==> src/rtl/vpu_wb_unit.sv <==
// VPU write-back unit: collects lane result beats into one SRAM line and writes it to the bank/row decoded from dst0.
// Optional feature macro VPU_WB_ALIGN_CHK_EN: sticky err_o when a pushed dst0 address has non-zero offset bits.
module vpu_wb_unit #(
    parameter int DST_FIFO_DEPTH  = 4,
    parameter int LANE_DATA_WIDTH = 256,
    parameter int BEATS_PER_LINE  = 2
) (
    input  logic                                      clk,
    input  logic                                      rst_n,
    input  logic                                      dst_valid_i,
    output logic                                      dst_ready_o,
    input  logic [31:0]                               dst_addr_i,
    input  logic                                      beat_valid_i,
    output logic                                      beat_ready_o,
    input  logic [LANE_DATA_WIDTH-1:0]                beat_data_i,
    output logic [3:0]                                sram_wren_o,
    output logic [9:0]                                sram_waddr_o,
    output logic [BEATS_PER_LINE*LANE_DATA_WIDTH-1:0] sram_wdata_o,
    output logic                                      wb_done_o,
    output logic [31:0]                               wb_addr_o,
    output logic                                      err_o
);

    localparam int SRAM_DATA_WIDTH     = BEATS_PER_LINE * LANE_DATA_WIDTH;
    localparam int SRAM_DATA_WIDTH_LG2 = $clog2(SRAM_DATA_WIDTH);
    localparam int SRAM_BANK_CNT_LG2   = 2;
    localparam int SRAM_BANK_DEPTH_LG2 = 10;
    localparam int BANK_LO             = SRAM_DATA_WIDTH_LG2;
    localparam int BANK_HI             = BANK_LO + SRAM_BANK_CNT_LG2 - 1;
    localparam int ROW_LO              = BANK_HI + 1;
    localparam int ROW_HI              = ROW_LO + SRAM_BANK_DEPTH_LG2 - 1;
    localparam int PTR_W               = $clog2(DST_FIFO_DEPTH);
    localparam int BCNT_W              = (BEATS_PER_LINE > 1) ? $clog2(BEATS_PER_LINE) : 1;

    localparam logic [PTR_W:0]    FULL_CNT  = (PTR_W + 1)'(DST_FIFO_DEPTH);
    localparam logic [BCNT_W-1:0] LAST_BEAT = BCNT_W'(BEATS_PER_LINE - 1);

    typedef enum logic [1:0] {
        IDLE,
        COLLECT,
        WRITE
    } state_e;

    state_e                     state_q;
    logic [31:0]                fifo_q [DST_FIFO_DEPTH];
    logic [PTR_W-1:0]           wr_ptr_q;
    logic [PTR_W-1:0]           rd_ptr_q;
    logic [PTR_W:0]             cnt_q;
    logic [PTR_W:0]             cnt_d;
    logic                       dst_ready_q;
    logic                       beat_ready_q;
    logic [BCNT_W-1:0]          beat_cnt_q;
    logic [SRAM_DATA_WIDTH-1:0] line_q;
    logic [SRAM_DATA_WIDTH-1:0] line_d;
    logic [3:0]                 wren_q;
    logic [9:0]                 waddr_q;
    logic [SRAM_DATA_WIDTH-1:0] wdata_q;
    logic                       done_q;
    logic [31:0]                wb_addr_q;
    logic [31:0]                head_addr;
    logic                       push;
    logic                       pop;
    logic                       beat_acc;

    assign head_addr = fifo_q[rd_ptr_q];
    assign push      = dst_valid_i & dst_ready_q;
    assign pop       = (state_q == WRITE);
    assign beat_acc  = beat_valid_i & beat_ready_q;

    assign cnt_d = cnt_q + {{PTR_W{1'b0}}, push} - {{PTR_W{1'b0}}, pop};

    always_comb begin
        line_d = line_q;
        for (int k = 0; k < BEATS_PER_LINE; k++) begin
            if (beat_cnt_q == BCNT_W'(k)) begin
                line_d[k*LANE_DATA_WIDTH +: LANE_DATA_WIDTH] = beat_data_i;
            end
        end
    end

    always_ff @(posedge clk) begin
        if (push) begin
            fifo_q[wr_ptr_q] <= dst_addr_i;
        end
    end

    // Ready is registered from the next count, so it reads as !full of the stored count and stays low in reset.
    always_ff @(posedge clk) begin
        if (!rst_n) begin
            wr_ptr_q    <= '0;
            rd_ptr_q    <= '0;
            cnt_q       <= '0;
            dst_ready_q <= 1'b0;
        end else begin
            if (push) begin
                wr_ptr_q <= wr_ptr_q + 1'b1;
            end
            if (pop) begin
                rd_ptr_q <= rd_ptr_q + 1'b1;
            end
            cnt_q       <= cnt_d;
            dst_ready_q <= (cnt_d != FULL_CNT);
        end
    end

    always_ff @(posedge clk) begin
        if (!rst_n) begin
            state_q      <= IDLE;
            beat_ready_q <= 1'b0;
            beat_cnt_q   <= '0;
            line_q       <= '0;
            wren_q       <= '0;
            waddr_q      <= '0;
            wdata_q      <= '0;
            done_q       <= 1'b0;
            wb_addr_q    <= '0;
        end else begin
            wren_q <= '0;
            done_q <= 1'b0;
            unique case (state_q)
                IDLE: begin
                    if (cnt_q != '0) begin
                        state_q      <= COLLECT;
                        beat_ready_q <= 1'b1;
                    end
                end
                COLLECT: begin
                    if (beat_acc) begin
                        line_q <= line_d;
                        if (beat_cnt_q == LAST_BEAT) begin
                            state_q      <= WRITE;
                            beat_ready_q <= 1'b0;
                            wren_q       <= 4'b0001 << head_addr[BANK_HI:BANK_LO];
                            waddr_q      <= head_addr[ROW_HI:ROW_LO];
                            wdata_q      <= line_d;
                            done_q       <= 1'b1;
                            wb_addr_q    <= head_addr;
                        end else begin
                            beat_cnt_q <= beat_cnt_q + 1'b1;
                        end
                    end
                end
                WRITE: begin
                    beat_cnt_q   <= '0;
                    state_q      <= (cnt_d != '0) ? COLLECT : IDLE;
                    beat_ready_q <= (cnt_d != '0);
                end
                default: begin
                    state_q      <= IDLE;
                    beat_ready_q <= 1'b0;
                end
            endcase
        end
    end

    assign dst_ready_o  = dst_ready_q;
    assign beat_ready_o = beat_ready_q;
    assign sram_wren_o  = wren_q;
    assign sram_waddr_o = waddr_q;
    assign sram_wdata_o = wdata_q;
    assign wb_done_o    = done_q;
    assign wb_addr_o    = wb_addr_q;

`ifdef VPU_WB_ALIGN_CHK_EN
    logic err_q;

    always_ff @(posedge clk) begin
        if (!rst_n) begin
            err_q <= 1'b0;
        end else if (push && (dst_addr_i[SRAM_DATA_WIDTH_LG2-1:0] != '0)) begin
            err_q <= 1'b1;
        end
    end

    assign err_o = err_q;
`else
    assign err_o = 1'b0;
`endif

endmodule

==> config.mk <==
export PLATFORM = sky130hd
export DESIGN_NAME = vpu_wb_unit
export DESIGN_NICKNAME = d
export VERILOG_FILES = /design/src/rtl/vpu_wb_unit.sv
export SDC_FILE = /design/constraint.sdc
export NUM_CORES = 2
export LEC_CHECK = 0
export ABC_AREA = 1
export CAP_MARGIN = 25
export CORE_AREA = 2 2 329 331
export CTS_BUF_LIST = sky130_fd_sc_hd__clkbuf_4 sky130_fd_sc_hd__clkbuf_8
export CTS_CLUSTER_SIZE = 30
export DETAILED_ROUTE_END_ITERATION = 16
export DIE_AREA = 0 0 331 333
export SLEW_MARGIN = 10
export SYNTH_ARGS = -nofsm -noshare
export SYNTH_HDL_FRONTEND = slang
export SYNTH_SLANG_ARGS = --single-unit
==> constraint.sdc <==
create_clock -name clk -period 2.72 [get_ports clk]
set_input_delay 0.544 -clock clk [delete_from_list [all_inputs] [get_ports clk]]
set_output_delay 0.544 -clock clk [all_outputs]
set_load 0.01 [all_outputs]
# --- Word-level counts from Yosys, hierarchy flattened ---
# Memory sizes are Yosys's and may differ from the RTL's. A register that Yosys moved wholly into a read port is not among the register bits.
# Index checks and enable logic that the tools add are counted.
totals:
  memories: 1
  wordCells: 57
  output_inout_bits: 562
  inputBits: 292
  ramBits: 128
  regBits: 1083
op_classes:
  shift: 1
  n_mux: 19
  reduce_logical: 10
  add_sub_neg: 5
  n_eq_ne: 6
  bitwise: 2
memory_table:
  columns: ["name", "words", "width", "rd", "rd_clocked_by_memory_dff", "wr", "line", "source"]
  rows:
  - ["fifo_q", 4, 32, 1, 1, 1, "45", "logic [31:0] fifo_q [DST_FIFO_DEPTH];"]
ops:
  columns: ["operator", "count"]
  rows:
  - ["$mux 256", 2]
  - ["$mux 2", 5]
  - ["$mux 1", 9]
  - ["$reduce_and 3->1", 3]
  - ["$ne 2x2->1 const B", 3]
  - ["$pmux 2 s3", 1]
  - ["$reduce_bool 3->1", 2]
  - ["$add 2x1->2 const B", 2]
  - ["$reduce_and 2->1", 2]
  - ["$reduce_and 4->1", 1]
  - ["$shl 1x2->4 const A", 1]
  - ["$add 3x1->3", 1]
  - ["$ne 3x3->1 const B", 1]
  - ["$pmux 1 s3", 1]
  - ["$sub 3x1->3", 1]
  - ["$and 1x1->1", 2]
  - ["$eq 2x1->1 const B", 1]
  - ["$eq 2x2->1 const B", 1]
  - ["$logic_not 2->1", 1]
  - ["$pmux 1 s2", 1]
  - ["$reduce_bool 2->1", 1]
  - ["$add 1x1->1 const B", 1]

# --- Longest topological paths before layout ---
depth:
  depth_word: 6
  depth_mapped: 13

# --- Least setup slack after synthesis ---
# No wires, ideal clock.
synth_path:
  path_type: "input -> register"
  start: "input port dst_valid_i"
  end: "memory fifo_q[0][0], enable pin"
  path_buffers: 0
  path_stages: 2
  t_required_ns: 2.299
  path_slack_ns: 0.229
  arrival_ns: 2.069
  path_cell_list: "nand2_1 nor2_1"
synth_via:
  elab_chain_cells: 3
synth_lines:
  columns: ["item", "line", "source"]
  rows:
  - ["start: declaration", "10", "input logic dst_valid_i,"]
  - ["$and 1x1->1", "66", "assign push = dst_valid_i & dst_ready_q;"]
  - ["$mux 1", "82", "if (push) begin"]
  - ["$mux 1 (not written as such)", "83", "fifo_q[wr_ptr_q] <= dst_addr_i;"]
  - ["end: declaration", "45", null]
# No other way between the ends.

# --- Worst setup path after layout ---
layout_path:
  start: "register wdata_q[432], in the netlist sram_wdata_o[432]"
  end: "output port sram_wdata_o[432]"
layout_lines:
  columns: ["item", "line", "source"]
  rows:
  - ["start: declaration", "57", "logic [SRAM_DATA_WIDTH-1:0] wdata_q;"]
  - ["start signal: assignment", "135", "wdata_q <= line_d;"]
  - ["end: declaration", "18", "output logic [BEATS_PER_LINE*LANE_DATA_WIDTH-1:0] sram_wdata_o,"]
# No word-level cell between the ends.

==> reports/qor.yml <==
status: "completed"
post-cts-setup-buffers: 0
reg2reg_from: "state_q[1]"
synth_top_area_share_pct: 48.4
post-dp-hpwl_um: 83400
cts_tree: "built"
setup_viol: 0
register_area_um2: 21100
fill_cells: 10400
post_cts_resized: 0
synth-compound-area-share_pct: 15.4
power.share.clock_pct: 45.5
synth_top_family_by_area: "simple AND/OR/NAND/NOR gates"
synthSimpleGateAreaFrac_pct: 19.4
setup_tns_ps: 0
maxCapViolCount: 0
boundaryPins: 854
ys_seq_elements: 990
rsz0062_at_grt: "no"
antenna_found_initial: 19
power_switching_w: 0.00763
gr-usage-all-layers_pct: 21.7
dr.pass1.iters: 7
wirelength_um: 125000
combPwrFrac_pct: 6.4
yosys_warnings: 0
io_buffers: 852
yosys.area_share.adder_pct: 0.232
fin_crit_ps: 2520
grt_pass1_vias: 30300
cts-htree-levels: 4
cp.arrival_ps: 1980
multi_input_area_um2: 12500
cp.buffers_inverters: 1
layout-drive-gt1-share_pct: 8.29
hold_depth: 3
synth_edf_count: 128
postCtsHoldBufs: 0
p_seq_share_pct: 48.2
ant_nets: 0
crit_cells: 1
ys.flop_type: "dfxtp_1"
worst_pin_slew_ps: 911
initial_core_util_pct: 33.4
overflow: 0
cpPeakStageDelay_ps: 630
cts.path.max_buffers: 3
placementRows: 120
avgSynthCellArea_um2: 8.25
crit_start: "sram_wdata_o[432]"
syn_inst: 4318
grt_pass1_wl_um: 186000
max_freq_ghz: 0.397
synth_xor_area_share_pct: 0.0246
swShare_pct: 24.0
end_kind: "output pin"
reg2reg_depth: 13
required_ps: 2180
synthToLayoutAreaGrowth_pct: 39.2
path_max_fanout: 2
drt-vias-per-instance: 4.84
worstPathCellList: "clkdlybuf4s50_1"
clk_pin_slew_ps: 60
dieArea_um2: 110000
synthTopCellsByArea: "dfxtp_1 (48%), nor2_1 (12%), edfxtp_1 (11%)"
hold_start: "rst_n"
slew_headroom_pct: 38.8
slowest_stage: "clkdlybuf4s50_1"
netlist_area_um2: 35600
skew_ps: 37.5
detail_route.wl_per_cell_um: 18.8
worst-setup-path-type: "flop to output pin"
fin_nets: 5387
hold_path.class: "input port to flop"
dieHeight_um: 333
cts_root_buf: "clkbuf_8"
drcViolationCount: 0
cts_buffers: 168
p_leak_nw: 19.3
async_reset_ff_share_pct: 0
yosys.area.top_type: "dfxtp_1"
ys_seq_area_share_pct: 59.2
drtIter0Drc: 1936
slew_viol_final: 0
finalCritPeriodShare_pct: 92.6
clkLatencyLatePin_ps: 850
hold_slack_ps: 100
core_um2: 107000
vdd.ir_drop.worst_mv: 0.402
hold_viol: 0
intPower_w: 0.0242
die_w_um: 331
syn_nets: 4616
cts_sinks: 990
synth_cell_type_count: 26
vias: 32200
path_delay_family: "buffers and inverters"
synth_mux_area_share_pct: 0
power.density_nw_per_um2: 642
grt_max_degree: 104
cp-start-kind: "flop"
gp_congestion: 0.850
==> logic make-up after synthesis <==
| group | Yosys count |
|---|---|
| compound gates | 1090 |
| xor+xnor | 1 |
| fa+ha+maj | 6 |
| buf+inv | 484 |
| flops | 990 |
| other cells | 1 |
| simple gates | 1746 |
==> flip-flops by register name, indices dropped and copies added, names as in the netlist, named ones only <==
register,cells
beat_cnt_q,1
beat_ready_o,1
cnt_q,3
dst_ready_o,1
fifo_q,128
line_q,299
rd_ptr_q,2
sram_waddr_o,9
sram_wdata_o,512
sram_wren_o,4
state_q,2
wb_addr_o,23
wb_done_o,1
wr_ptr_q,2
==> power by group through the flow <==
stage / combinational [W] / clock, W / sequential (W)
2_1_floorplan: 0.000959 / 0 / 0.0156
3_3_place_gp: 0.00201 / 0 / 0.0156
3_5_place_dp: 0.00202 / 0 / 0.0156
4_1_cts: 0.00203 / 0.0148 / 0.0153
5_1_grt: 0.00223 / 0.0155 / 0.0154
6_report: 0.00202 / 0.0145 / 0.0153
==> layout make-up <==
cell class,count,area share (%)
tap,1403,3.54
clock buffer,265,6.78
timing repair buffer,968,20.2
multi-input combinational,2844,25.2
inverter,117,0.911
antenna,18,0.0908
clock inverter,42,0.689
sequential,990,42.5
==> final timing paths <==
kind / to / slack [ps]
worst max register to register: beat_ready_o / 530
worst min register to register: line_q[290] / 440
worst min-delay path: sram_wdata_o[134] / 100
worst max-delay path: sram_wdata_o[432] / 200
==> per-stage QoR <==
step	setup WS (ps)	power, W	area (um2)	util (%)	cells
2_1_floorplan	229	0.0166	35600	-	4318
3_3_place_gp	12.6	0.0176	45900	43.0	6322
3_5_place_dp	123	0.0177	45900	43.0	6322
4_1_cts	92.7	0.0322	49600	46.5	6629
5_1_grt	93.9	0.0331	49600	46.5	6646
6_report	200	0.0318	49600	46.5	6647
==> cells in the final DEF (no fill, tap or decap), types with 7 or more instances in the layout <==
cell type	synthesis	final
a21oi_1	269	269
buf_12	0	49
buf_4	20	67
clkbuf_4	0	45
clkbuf_8	0	220
clkdlybuf4s50_1	0	851
clkinv_2	0	20
dfxtp_1	862	860
diode_2	0	18
edfxtp_1	128	128
inv_1	113	113
inv_8	0	7
nand2_1	389	389
nand3_1	47	47
nor2_1	1097	1092
nor3_1	208	208
o21ai_0	753	753
o21ai_1	36	36
o22ai_1	30	30
==> cell usage after synthesis (2+ instances only) <==
| cell type | count |
|---|---|
| nand2_1 | 389 |
| ha_1 | 5 |
| clkbuf_1 | 215 |
| nor3_1 | 208 |
| buf_4 | 20 |
| a21oi_1 | 269 |
| nor2_4 | 3 |
| edfxtp_1 | 128 |
| o21ai_1 | 36 |
| inv_1 | 113 |
| dfxtp_1 | 862 |
| buf_2 | 120 |
| inv_2 | 3 |
| nand3_1 | 47 |
| nor2_1 | 1097 |
| buf_1 | 11 |
| o211ai_1 | 2 |
| o21ai_0 | 753 |
| o22ai_1 | 30 |
==> routing by layer <==
metal	global-route usage, %	share of wire [%]	vias to the layer above
met5	0	0.071	-
met1	26.1	42	15200
met3	5.78	6.9	230
li1	-	-	15800
met2	36.6	48	914
met4	8.78	3.1	12
Note: power is estimated with default switching activity, not from simulation.
